`config.mk`:
```
export PLATFORM = sky130hd
export DESIGN_NAME = pc_unit_flat
export DESIGN_NICKNAME = d
export VERILOG_FILES = /design/src/rtl/pc_unit_pkg.sv /design/src/rtl/pc_unit_if.sv /design/src/rtl/pc_unit_return_stack.sv /design/src/rtl/pc_unit.sv /design/src/flat_wrapper.sv
export SDC_FILE = /design/constraint.sdc
export NUM_CORES = 1
export LEC_CHECK = 0
export CAP_MARGIN = 40
export CORE_ASPECT_RATIO = 0.9
export CORE_MARGIN = 2
export CORE_UTILIZATION = 40
export DETAILED_ROUTE_END_ITERATION = 12
export GPL_TIMING_DRIVEN = 0
export HOLD_SLACK_MARGIN = 0.1
export PLACE_DENSITY_LB_ADDON = 0.05
export SLEW_MARGIN = 20
export SYNTH_ARGS = -nofsm -noshare
export SYNTH_HDL_FRONTEND = slang
export SYNTH_SLANG_ARGS = --single-unit
export TNS_END_PERCENT = 10
```
`constraint.sdc`:
```
create_clock -name clk_i -period 3.77 [get_ports clk_i]
set_input_delay 0.5655 -clock clk_i [delete_from_list [all_inputs] [get_ports clk_i]]
set_output_delay 0.5655 -clock clk_i [all_outputs]
set_load 0.01 [all_outputs]
```
`src/rtl/pc_unit_pkg.sv`:
```
// pc_unit_pkg: shared opcode constants and PC width for the fetch-side next-PC stage.
package pc_unit_pkg;
   localparam int PC_WIDTH = 16;
   typedef enum logic [3:0] {
      ADD  = 4'h0,
      SUB  = 4'h1,
      BEQ  = 4'h8,
      BNE  = 4'h9,
      JMP  = 4'hA,
      CALL = 4'hB,
      RET  = 4'hC,
      FOR  = 4'hD
   } opcode_e;
   function automatic logic is_ctrl(input logic [3:0] op);
      return op inside {BEQ, BNE, JMP, CALL, RET, FOR};
   endfunction
endpackage

```
`src/rtl/pc_unit_if.sv`:
```
// pc_unit_if: decode-resolver to fetch-PC bundle; master drives the redirect, slave is pc_unit.
interface pc_unit_if
   import pc_unit_pkg::*;
#(parameter int RAS_DEPTH = 8);
   logic                      stall;
   logic                      kill;
   logic [3:0]                op;
   logic [PC_WIDTH-1:0]       id_pc_plus1;
   logic [PC_WIDTH-1:0]       branch_target;
   logic [PC_WIDTH-1:0]       jump_target;
   logic [PC_WIDTH-1:0]       pc;
   logic [PC_WIDTH-1:0]       pc_plus1;
   logic                      flush;
   logic [$clog2(RAS_DEPTH):0] ras_count;
   logic                      ras_overflow;
   logic                      ras_underflow;
   logic                      bad_redirect;
   modport master (output stall, kill, op, id_pc_plus1, branch_target, jump_target,
                   input pc, pc_plus1, flush, ras_count, ras_overflow, ras_underflow, bad_redirect);
   modport slave  (input stall, kill, op, id_pc_plus1, branch_target, jump_target,
                   output pc, pc_plus1, flush, ras_count, ras_overflow, ras_underflow, bad_redirect);
endinterface

```
`src/rtl/pc_unit_return_stack.sv`:
```
// return_stack: circular return-address stack; a push when full overwrites the oldest entry.
module return_stack #(
   parameter int DEPTH = 8,
   parameter int WIDTH = 16
) (
   input  logic                     clk_i,
   input  logic                     rst_i,
   input  logic                     push_i,
   input  logic                     pop_i,
   input  logic [WIDTH-1:0]         push_data_i,
   output logic [WIDTH-1:0]         top_o,
   output logic [$clog2(DEPTH):0]   count_o,
   output logic                     overflow_evt_o,
   output logic                     underflow_evt_o
);
   localparam int AW = $clog2(DEPTH);
   logic [WIDTH-1:0] mem_q [DEPTH];
   logic [AW-1:0]    sp_q, sp_d;
   logic [AW:0]      cnt_q, cnt_d;
   logic             full, empty, do_pop;
   assign full            = cnt_q == (AW+1)'(DEPTH);
   assign empty           = cnt_q == '0;
   assign do_pop          = pop_i & ~empty;
   assign top_o           = mem_q[sp_q - AW'(1)];
   assign count_o         = cnt_q;
   assign overflow_evt_o  = push_i & full;
   assign underflow_evt_o = pop_i & empty;
   always_comb begin
      sp_d  = push_i ? sp_q + AW'(1) : do_pop ? sp_q - AW'(1) : sp_q;
      cnt_d = (push_i & ~full) ? cnt_q + (AW+1)'(1) : do_pop ? cnt_q - (AW+1)'(1) : cnt_q;
   end
   always_ff @(posedge clk_i) begin
      if (rst_i) begin
         sp_q  <= '0;
         cnt_q <= '0;
      end else begin
         sp_q  <= sp_d;
         cnt_q <= cnt_d;
      end
   end
   always_ff @(posedge clk_i)
      if (push_i & ~rst_i) mem_q[sp_q] <= push_data_i;
endmodule

```
`src/rtl/pc_unit.sv`:
```
// pc_unit: fetch PC register, next-PC select, IF/ID flush and sticky RAS/redirect error flags.
module pc_unit
   import pc_unit_pkg::*;
#(
   parameter logic [PC_WIDTH-1:0] RESET_PC  = 16'h0000,
   parameter int                  PC_INC    = 1,
   parameter int                  RAS_DEPTH = 8
) (
   input logic       clk_i,
   input logic       rst_i,
   pc_unit_if.slave  bus
);
   logic [PC_WIDTH-1:0]        pc_q, pc_d, pc_plus1, ras_top;
   logic [$clog2(RAS_DEPTH):0] ras_cnt;
   logic                       redirect, ctrl, flush, push, pop, ovf_evt, unf_evt, is_br, is_jmp;
   logic                       ovf_q, unf_q, bad_q;
   assign pc_plus1 = pc_q + PC_WIDTH'(PC_INC);
   assign redirect = bus.kill & ~bus.stall;
   assign ctrl     = is_ctrl(bus.op);
   assign flush    = redirect & ctrl;
   assign push     = flush & (bus.op == CALL);
   assign pop      = flush & (bus.op == RET);
   assign is_br    = bus.op inside {BEQ, BNE, FOR};
   assign is_jmp   = bus.op inside {JMP, CALL};
   return_stack #(.DEPTH(RAS_DEPTH), .WIDTH(PC_WIDTH)) u_ras (
      .clk_i          (clk_i),
      .rst_i          (rst_i),
      .push_i         (push),
      .pop_i          (pop),
      .push_data_i    (bus.id_pc_plus1),
      .top_o          (ras_top),
      .count_o        (ras_cnt),
      .overflow_evt_o (ovf_evt),
      .underflow_evt_o(unf_evt)
   );
   // an empty-stack RET falls back to the reset vector
   always_comb
      pc_d = bus.stall ? pc_q
           : !flush    ? pc_plus1
           : is_br     ? bus.branch_target
           : is_jmp    ? bus.jump_target
           : unf_evt   ? RESET_PC
           : ras_top;
   always_ff @(posedge clk_i) begin
      if (rst_i) begin
         pc_q  <= RESET_PC;
         ovf_q <= 1'b0;
         unf_q <= 1'b0;
         bad_q <= 1'b0;
      end else begin
         pc_q  <= pc_d;
         ovf_q <= ovf_q | ovf_evt;
         unf_q <= unf_q | unf_evt;
         bad_q <= bad_q | (redirect & ~ctrl);
      end
   end
   assign bus.pc            = pc_q;
   assign bus.pc_plus1      = pc_plus1;
   assign bus.flush         = flush;
   assign bus.ras_count     = ras_cnt;
   assign bus.ras_overflow  = ovf_q;
   assign bus.ras_underflow = unf_q;
   assign bus.bad_redirect  = bad_q;
endmodule

```
`src/flat_wrapper.sv`:
```
// flat-port wrapper written by rule: the top's interface ports become plain ports
module pc_unit_flat import pc_unit_pkg::*;
#(
   parameter logic [PC_WIDTH-1:0] RESET_PC  = 16'h0000,
   parameter int                  PC_INC    = 1,
   parameter int                  RAS_DEPTH = 8
)
  (clk_i, rst_i, bus_stall, bus_kill, bus_op, bus_id_pc_plus1, bus_branch_target, bus_jump_target, bus_pc, bus_pc_plus1, bus_flush, bus_ras_count, bus_ras_overflow, bus_ras_underflow, bus_bad_redirect);
  pc_unit_if #(.RAS_DEPTH(RAS_DEPTH)) bus_i ();
  input logic clk_i;
  input logic rst_i;
  input wire logic [$bits(bus_i.stall)-1:0] bus_stall;
  input wire logic [$bits(bus_i.kill)-1:0] bus_kill;
  input wire logic [$bits(bus_i.op)-1:0] bus_op;
  input wire logic [$bits(bus_i.id_pc_plus1)-1:0] bus_id_pc_plus1;
  input wire logic [$bits(bus_i.branch_target)-1:0] bus_branch_target;
  input wire logic [$bits(bus_i.jump_target)-1:0] bus_jump_target;
  output wire logic [$bits(bus_i.pc)-1:0] bus_pc;
  output wire logic [$bits(bus_i.pc_plus1)-1:0] bus_pc_plus1;
  output wire logic [$bits(bus_i.flush)-1:0] bus_flush;
  output wire logic [$bits(bus_i.ras_count)-1:0] bus_ras_count;
  output wire logic [$bits(bus_i.ras_overflow)-1:0] bus_ras_overflow;
  output wire logic [$bits(bus_i.ras_underflow)-1:0] bus_ras_underflow;
  output wire logic [$bits(bus_i.bad_redirect)-1:0] bus_bad_redirect;
  assign bus_i.stall = bus_stall;
  assign bus_i.kill = bus_kill;
  assign bus_i.op = bus_op;
  assign bus_i.id_pc_plus1 = bus_id_pc_plus1;
  assign bus_i.branch_target = bus_branch_target;
  assign bus_i.jump_target = bus_jump_target;
  assign bus_pc = bus_i.pc;
  assign bus_pc_plus1 = bus_i.pc_plus1;
  assign bus_flush = bus_i.flush;
  assign bus_ras_count = bus_i.ras_count;
  assign bus_ras_overflow = bus_i.ras_overflow;
  assign bus_ras_underflow = bus_i.ras_underflow;
  assign bus_bad_redirect = bus_i.bad_redirect;
  pc_unit #(.RESET_PC(RESET_PC), .PC_INC(PC_INC), .RAS_DEPTH(RAS_DEPTH)) u_core (.clk_i(clk_i), .rst_i(rst_i), .bus(bus_i));
endmodule
```
==> flow_metrics.py, run 1 <==
metrics = {
    "yosys": {
        "yosys_warnings": 0,
        "async_reset_ff_share_pct": 0,
        "synth_edf_count": 128,
        "avgSynthCellArea_um2": 15.7,
        "ys_ff_latch": 154,
        "synth_ff_type": "edfxtp_1",
        "seq_area_frac_synth_pct": 65.3,
        "syn_nets": 489,
        "synthCells": 427,
        "ys_types": 52,
        "syn_area_mm2": 0.00669,
    },
    "global_routing": {
        "top_usage_layer": "met2",
        "antenna_found_initial": 0,
        "grt_util_met3_pct": 5.21,
        "use_met1_pct": 26.3,
        "grt_first_pass_wirelength_um": 24600,
        "grt_max_degree": 17,
        "grt_usage_pct": 18.7,
        "gr-total-overflow": 0,
        "grt_pass1_vias": 4234,
        "grtUsageMet2_pct": 29.2,
    },
    "route": {
        "vias": 4216,
        "vias_per_cell": 5.48,
        "drt-initial-drc-count": 342,
        "wl_per_cell_um": 20.8,
        "routed_wl_um": 16000,
        "final_antenna_net_count": 0,
        "dr.pass1.iters": 5,
        "drc": 0,
    },
    "finish": {
        "nets": 611,
        "final_cell_mix": "128 x edfxtp_1, 94 x clkdlybuf4s50_1, 31 x mux4_2",
        "final_common_cell": "edfxtp_1",
        "design_area_mm2": 0.00866,
        "antenna_cells": 0,
        "syn2layout_area_growth_pct": 29.6,
        "fin_cells": 769,
        "final_layout_size_suffix_gt1_share_pct": 16.4,
    },
    "clock_network": {
        "clkSlewWorstSetupHoldPaths_ns": 0.06,
        "cts_htree_levels": 4,
        "cts_root_buf": "clkbuf_16",
        "cts_buffer_depth": 2,
        "cts.sinks": 154,
        "clkLatencyLatePin_ns": 0.42,
        "postCtsSetupRepairBufs": 0,
        "hold_buffers": 0,
        "numCtsBuffers": 17,
        "cts_tree": "yes",
    },
    "timing": {
        "hold_viol": 0,
        "rsz0062_at_grt": "yes",
        "fin_crit_ns": 3.56,
        "slew_headroom_pct": 52.4,
        "worst_slack_ns": 0.214,
        "setup_viol": 0,
        "min_period_over_period_pct": 94.3,
        "fmax_mhz": 281,
        "fin_hold_ws_ns": 0.479,
        "skew_ns": 0.00745,
        "slew_viol_final": 0,
        "worstMarginPinSlew_ns": 0.709,
    },
    "floorplan": {
        "ios": 96,
        "start_util_pct": 41.2,
        "fp.dieH_um": 127,
        "dieArea_mm2": 0.0178,
        "fp.coreArea_mm2": 0.0162,
        "die_w_um": 140,
        "rows": 44,
    },
    "placed_design": {
        "dp.cells": 737,
        "port_buffers": 94,
        "globalplace.congestion": 0.826,
        "place_area_mm2": 0.00802,
        "dp_hpwl_um": 11400,
        "dp_slack_ns": -0.285,
    },
    "setup_path": {
        "critical-path-max-stage-delay_ns": 0.44,
        "crit_required_ns": 4.08,
        "path_cells": "buf_4 -> clkbuf_4 -> clkinv_1 -> ha_1 -> clkbuf_1 -> clkbuf_4 -> mux4_2 -> mux2i_1 -> o21ai_0 -> o2111a_1",
        "cp_top_family": "buffers and inverters",
        "cp_slowest_cell": "dfxtp_1",
        "worstPathArrival_ns": 3.87,
        "critPathBufInv": 5,
        "worstSetupEndpointType": "register",
        "crit_path_start_kind": "register",
        "critPathKind": "register to register",
        "path_max_fanout": 10,
        "crit_path_frequent_cell": "clkbuf_4",
    },
    "pwr": {
        "powerDensity_mw_per_mm2": 453,
        "total_power_mw": 3.92,
        "peakVddDrop_mv": 0.349,
        "p_leak_nw": 3.00,
    },
    "run": {
        "drv_cap": 0,
    },
    "outcome": {
        "status": "complete, no violations",
    },
    "min_path": {
        "hp-class": "register to register",
    },
}
-- cell families after synthesis --
| logic type | Yosys count | share of synthesized area, % |
|---|---|---|
| compound gates | 72 | 8.08 |
| xor+xnor | 20 | 2.90 |
| fa+ha+maj | 6 | 1.24 |
| buf+inv | 34 | 2.17 |
| flops | 154 | 65.3 |
| mux | 51 | 13.7 |
| simple gates | 90 | 6.66 |
-- routing by layer --
metal / routed length, µm / vias up / part of all wire (%)
met3: 1030 / 14 / 6.4
met1: 7420 / 2116 / 46
met2: 7400 / 129 / 46
met5: 0 / - / 0
met4: 148 / 0 / 0.92
li1: - / 1957 / -
-- synth_stat cells, drive strengths merged (5+ instances only) --
cell type | count | area share (%)
a21oi | 15 | 1.1
a221oi | 14 | 1.8
buf | 8 | 0.71
clkbuf | 16 | 0.90
dfxtp | 26 | 7.8
edfxtp | 128 | 57
ha | 5 | 0.94
inv | 9 | 0.51
mux2i | 19 | 2.8
mux4 | 32 | 11
nand2 | 15 | 0.84
nand3 | 9 | 0.67
nor2 | 31 | 1.7
nor3 | 7 | 0.52
o2111a | 6 | 1.0
o21ai | 13 | 0.97
xnor2 | 12 | 1.6
xor2 | 8 | 1.3
-- final timing paths --
check / end / start / cells past startpoint / slack [ns]
worst max-delay path: u_core.bus.pc[5] / u_core.u_ras.sp_q[0] / 10 / 0.21
worst min-delay path: u_core.bus.bad_redirect / u_core.bus.bad_redirect / 2 / 0.48
worst min register to register: u_core.bus.bad_redirect / u_core.bus.bad_redirect / 2 / 0.48
worst max register to register: u_core.bus.pc[5] / u_core.u_ras.sp_q[0] / 10 / 0.21
-- area by class of cell --
type | instances | area [µm²]
timing repair buffer | 103 | 1040
fill | 1329 | 7580
clock buffer | 17 | 425
sequential | 154 | 4360
tap | 207 | 259
clock inverter | 15 | 211
inverter | 10 | 37.5
multi-input combinational | 239 | 2210
buffer | 24 | 116
-- registers in the layout (all words and copies together), names as in the netlist --
name / flops
u_core.u_ras.mem_q: 128
u_core.bus.pc: 16
u_core.u_ras.count_o: 4
u_core.u_ras.sp_q: 3
u_core.bus.bad_redirect: 1
u_core.bus.ras_overflow: 1
u_core.bus.ras_underflow: 1
-- worst min-delay path, delay by kind of cell, from the launching register on --
kind            cells  cell delay, ns
compound gates      1            0.05
simple gates        1            0.07
flops               1            0.33
-- repair_timing --
action / 4_1_cts / 5_1_grt
setup endpoints to repair: 8 / 11
gates resized for setup: 3 / 3
pin swaps: 0 / 0
-- metrics by stage --
step                utilization [%]  setup TNS [ns]
floorplan                         -               0
global placement               48.6          -53.32
detailed placement             49.4           -1.23
CTS                            53.3               0
global route                   53.3          -0.103
finish                         53.3               0
-- where the power goes --
part	leakage, nW	switching, mW	internal (mW)
combinational	1.33	0.104	0.117
clock	0.310	0.713	1.12
sequential	1.36	0.0131	1.85
(Power assumes the default switching activity.)
==> inputs of run 2 (changes only) <==
--- a/config.mk
+++ b/config.mk
@@ -5,10 +5,12 @@
 export SDC_FILE = /design/constraint.sdc
 export NUM_CORES = 1
 export LEC_CHECK = 0
+export ABC_AREA = 1
 export CAP_MARGIN = 40
 export CORE_ASPECT_RATIO = 0.9
 export CORE_MARGIN = 2
 export CORE_UTILIZATION = 40
+export CTS_CLUSTER_SIZE = 24
 export DETAILED_ROUTE_END_ITERATION = 12
 export GPL_TIMING_DRIVEN = 0
 export HOLD_SLACK_MARGIN = 0.1
==> run 2 against run 1 <==
  * Design area up 12%
  * Highest routed layer unchanged
  * Area after synthesis rose by 13%
  * Via count up 42%
  * Flip-flop and latch count is the same
  * Utilization is 0.87 points lower
  * Critical endpoint is now bus_pc_plus1[14]
  * Total power is 7.7% higher
==> flow_metrics.py, run 2 <==
metrics = {
    "clock_network": {
        "cts_buffer_depth": 2,
        "cts_htree_levels": 4,
        "postCtsSetupRepairBufs": 0,
        "cts_tree": "yes",
        "hold_buffers": 0,
        "clkSlewWorstSetupHoldPaths_ns": 0.07,
        "cts_root_buf": "clkbuf_16",
        "ctsResizeCount": 0,
        "clkLatencyLatePin_ns": 0.43,
        "numCtsBuffers": 17,
        "cts.sinks": 154,
    },
    "floorplan": {
        "fp.dieH_um": 134,
        "die_w_um": 149,
        "rows": 47,
        "dieArea_mm2": 0.0200,
        "start_util_pct": 41.0,
        "fp.coreArea_mm2": 0.0185,
        "ios": 96,
    },
    "finish": {
        "syn2layout_area_growth_pct": 28.1,
        "final_cell_mix": "291 x nand2_1, 128 x edfxtp_1, 110 x nand3_1",
        "largest_reg_flops": 128,
        "final_layout_size_suffix_gt1_share_pct": 12.4,
        "final_common_cell": "nand2_1",
        "fin_cells": 1236,
        "final_util_pct": 52.5,
        "fill_cells": 1757,
        "antenna_cells": 0,
        "nets": 1040,
        "regMostFlops": "u_core.u_ras.mem_q",
        "design_area_mm2": 0.00969,
    },
    "yosys": {
        "synthMuxAreaShare_pct": 0,
        "ys_types": 38,
        "yosysMostFrequentCell": "nand2_1",
        "async_reset_ff_share_pct": 0,
        "syn_nets": 911,
        "synth_top_area_share_pct": 50.8,
        "ys_ff_latch": 154,
        "yosys_warnings": 0,
        "synth_top_family_by_area": "simple AND/OR/NAND/NOR gates",
        "avgSynthCellArea_um2": 8.91,
        "yosys-top-cells-area": "edfxtp_1 51%, nand2_1 14%, nand3_1 7.3%, dfxtp_1 6.9%, inv_1 4.7%",
        "synth-simple-area-share_pct": 27.8,
        "synth_edf_count": 128,
        "synthCells": 849,
        "synth_ff_type": "edfxtp_1",
        "synth_common_cells": "291 x nand2_1, 128 x edfxtp_1, 110 x nand3_1, 95 x inv_1, 47 x nor2_1",
        "seq_area_frac_synth_pct": 57.7,
        "synth_top_area_cell": "edfxtp_1",
        "synth-compound-area-share_pct": 3.94,
        "synthXorXnorAreaFrac_pct": 1.51,
        "syn_area_mm2": 0.00756,
        "synthAdderAreaFrac_pct": 1.09,
    },
    "global_routing": {
        "grt_pass1_vias": 5644,
        "grt_max_degree": 17,
        "gr-total-overflow": 0,
        "antenna_found_initial": 0,
        "grt_first_pass_wirelength_um": 33500,
        "grt_usage_pct": 22.9,
    },
    "route": {
        "routed_wl_um": 22000,
        "dr.pass1.iters": 5,
        "vias_per_cell": 4.84,
        "wl_per_cell_um": 17.8,
        "drc": 0,
        "vias": 5987,
        "final_antenna_net_count": 0,
        "drt-initial-drc-count": 421,
    },
    "pwr": {
        "p_leak_nw": 4.07,
        "power_frac_seq_pct": 44.4,
        "p_int_mw": 3.27,
        "p_clk_share_pct": 47.6,
        "powerDensity_mw_per_mm2": 436,
        "swShare_pct": 22.5,
        "peakVddDrop_mv": 0.333,
        "switchingPower_mw": 0.950,
        "combPwrFrac_pct": 8.0,
    },
    "placed_design": {
        "globalplace.congestion": 0.827,
        "port_buffers": 94,
        "dp_hpwl_um": 15700,
        "dp.cells": 1204,
        "place_area_mm2": 0.00900,
    },
    "timing": {
        "worstMarginPinSlew_ns": 0.762,
        "setup_viol": 0,
        "rsz0062_at_grt": "no",
        "hold_viol": 0,
        "fmax_mhz": 319,
        "skew_ns": 0.00795,
        "min_period_over_period_pct": 83.2,
        "fin_crit_ns": 3.14,
        "slew_headroom_pct": 49.2,
        "slew_viol_final": 0,
        "fin_hold_ws_ns": 0.470,
    },
    "setup_path": {
        "crit_path_start_kind": "register",
        "worstPathArrival_ns": 2.57,
        "crit_required_ns": 3.20,
        "ff2ff_setup_slack_ns": 0.77,
        "path_max_fanout": 5,
        "critPathKind": "register to primary output",
        "worstSetupEndpointType": "primary output",
    },
    "min_path": {
        "hp-class": "register to register",
    },
    "run": {
        "drv_cap": 0,
    },
    "outcome": {
        "status": "complete, no violations",
    },
}
run 2: cell types whose count changed in the layout (fill, tap and decap cells not counted), sizes merged, moves of 10 or more:
cell,change
buf,+29
nand3,+103
mux4,-32
mux2i,-19
a221oi,-14
nor2,+24
inv,+89
o21ai,+10
nand2,+283
run 2: final timing paths:
| kind | from | endpoint | depth (start not counted) |
|---|---|---|---|
| worst max-delay path | u_core.bus.pc[0] | bus_pc_plus1[14] | 10 |
| worst min-delay path | u_core.bus.ras_underflow | u_core.bus.ras_underflow | 2 |
| worst max register to register | u_core.u_ras.sp_q[0] | u_core.bus.pc[6] | 16 |
| worst min register to register | u_core.bus.ras_underflow | u_core.bus.ras_underflow | 2 |
run 2: routing by layer:
layer | part of all wire, % | vias to the layer above | track usage, %
li1 | - | 3018 | -
met3 | 7.3 | 24 | 4.25
met4 | 1.3 | 0 | 5.71
met1 | 46 | 2753 | 32.8
met2 | 45 | 192 | 35.9
met5 | 0 | - | 0
run 2: logic make-up (layout without fill, tap and decap cells):
family	after synthesis	count (layout)
DFF	154	154
buffers and inverters	141	283
xor gates and xnor gates	10	10
adders and majority gates	6	6
AOI/OAI and AO/OA	51	51
and+or+nand+nor	487	487
run 2: through the flow:
step | setup TNS (ns) | power (mW) | setup slack (ns)
2_1_floorplan | 0 | 2.06 | 1.01
3_3_place_gp | -124.31 | 2.25 | -1.17
3_5_place_dp | 0 | 2.25 | 0.427
4_1_cts | 0 | 4.24 | 0.593
5_1_grt | 0 | 4.34 | 0.449
6_report | 0 | 4.22 | 0.632
run 2: layout make-up:
type / count / area, µm² / area share (%)
buffer: 40 / 224 / 2.31
clock buffer: 17 / 425 / 4.39
clock inverter: 15 / 264 / 2.72
inverter: 101 / 379 / 3.91
multi-input combinational: 554 / 2640 / 27.2
sequential: 154 / 4360 / 45.0
tap: 245 / 307 / 3.16
timing repair buffer: 110 / 1090 / 11.3
run 2: power by group through the flow:
stage               Sequential (mW)  Combinational (mW)  Clock [mW]
floorplan                      1.91               0.150           0
global placement               1.91               0.338           0
detailed placement             1.91               0.338           0
CTS                            1.87               0.341        2.03
global route                   1.87               0.374        2.10
finish                         1.87               0.339        2.01
run 2: worst max-delay path, cell delays in order (launching register included):
cell	delay, ns
dfxtp_1	0.42
ha_1	0.25
nand2_1	0.10
nor2_2	0.11
nand2_1	0.09
nor2_4	0.14
nand2_2	0.10
nor2_2	0.11
nand2_1	0.07
xor2_1	0.19
clkdlybuf4s50_1	0.57
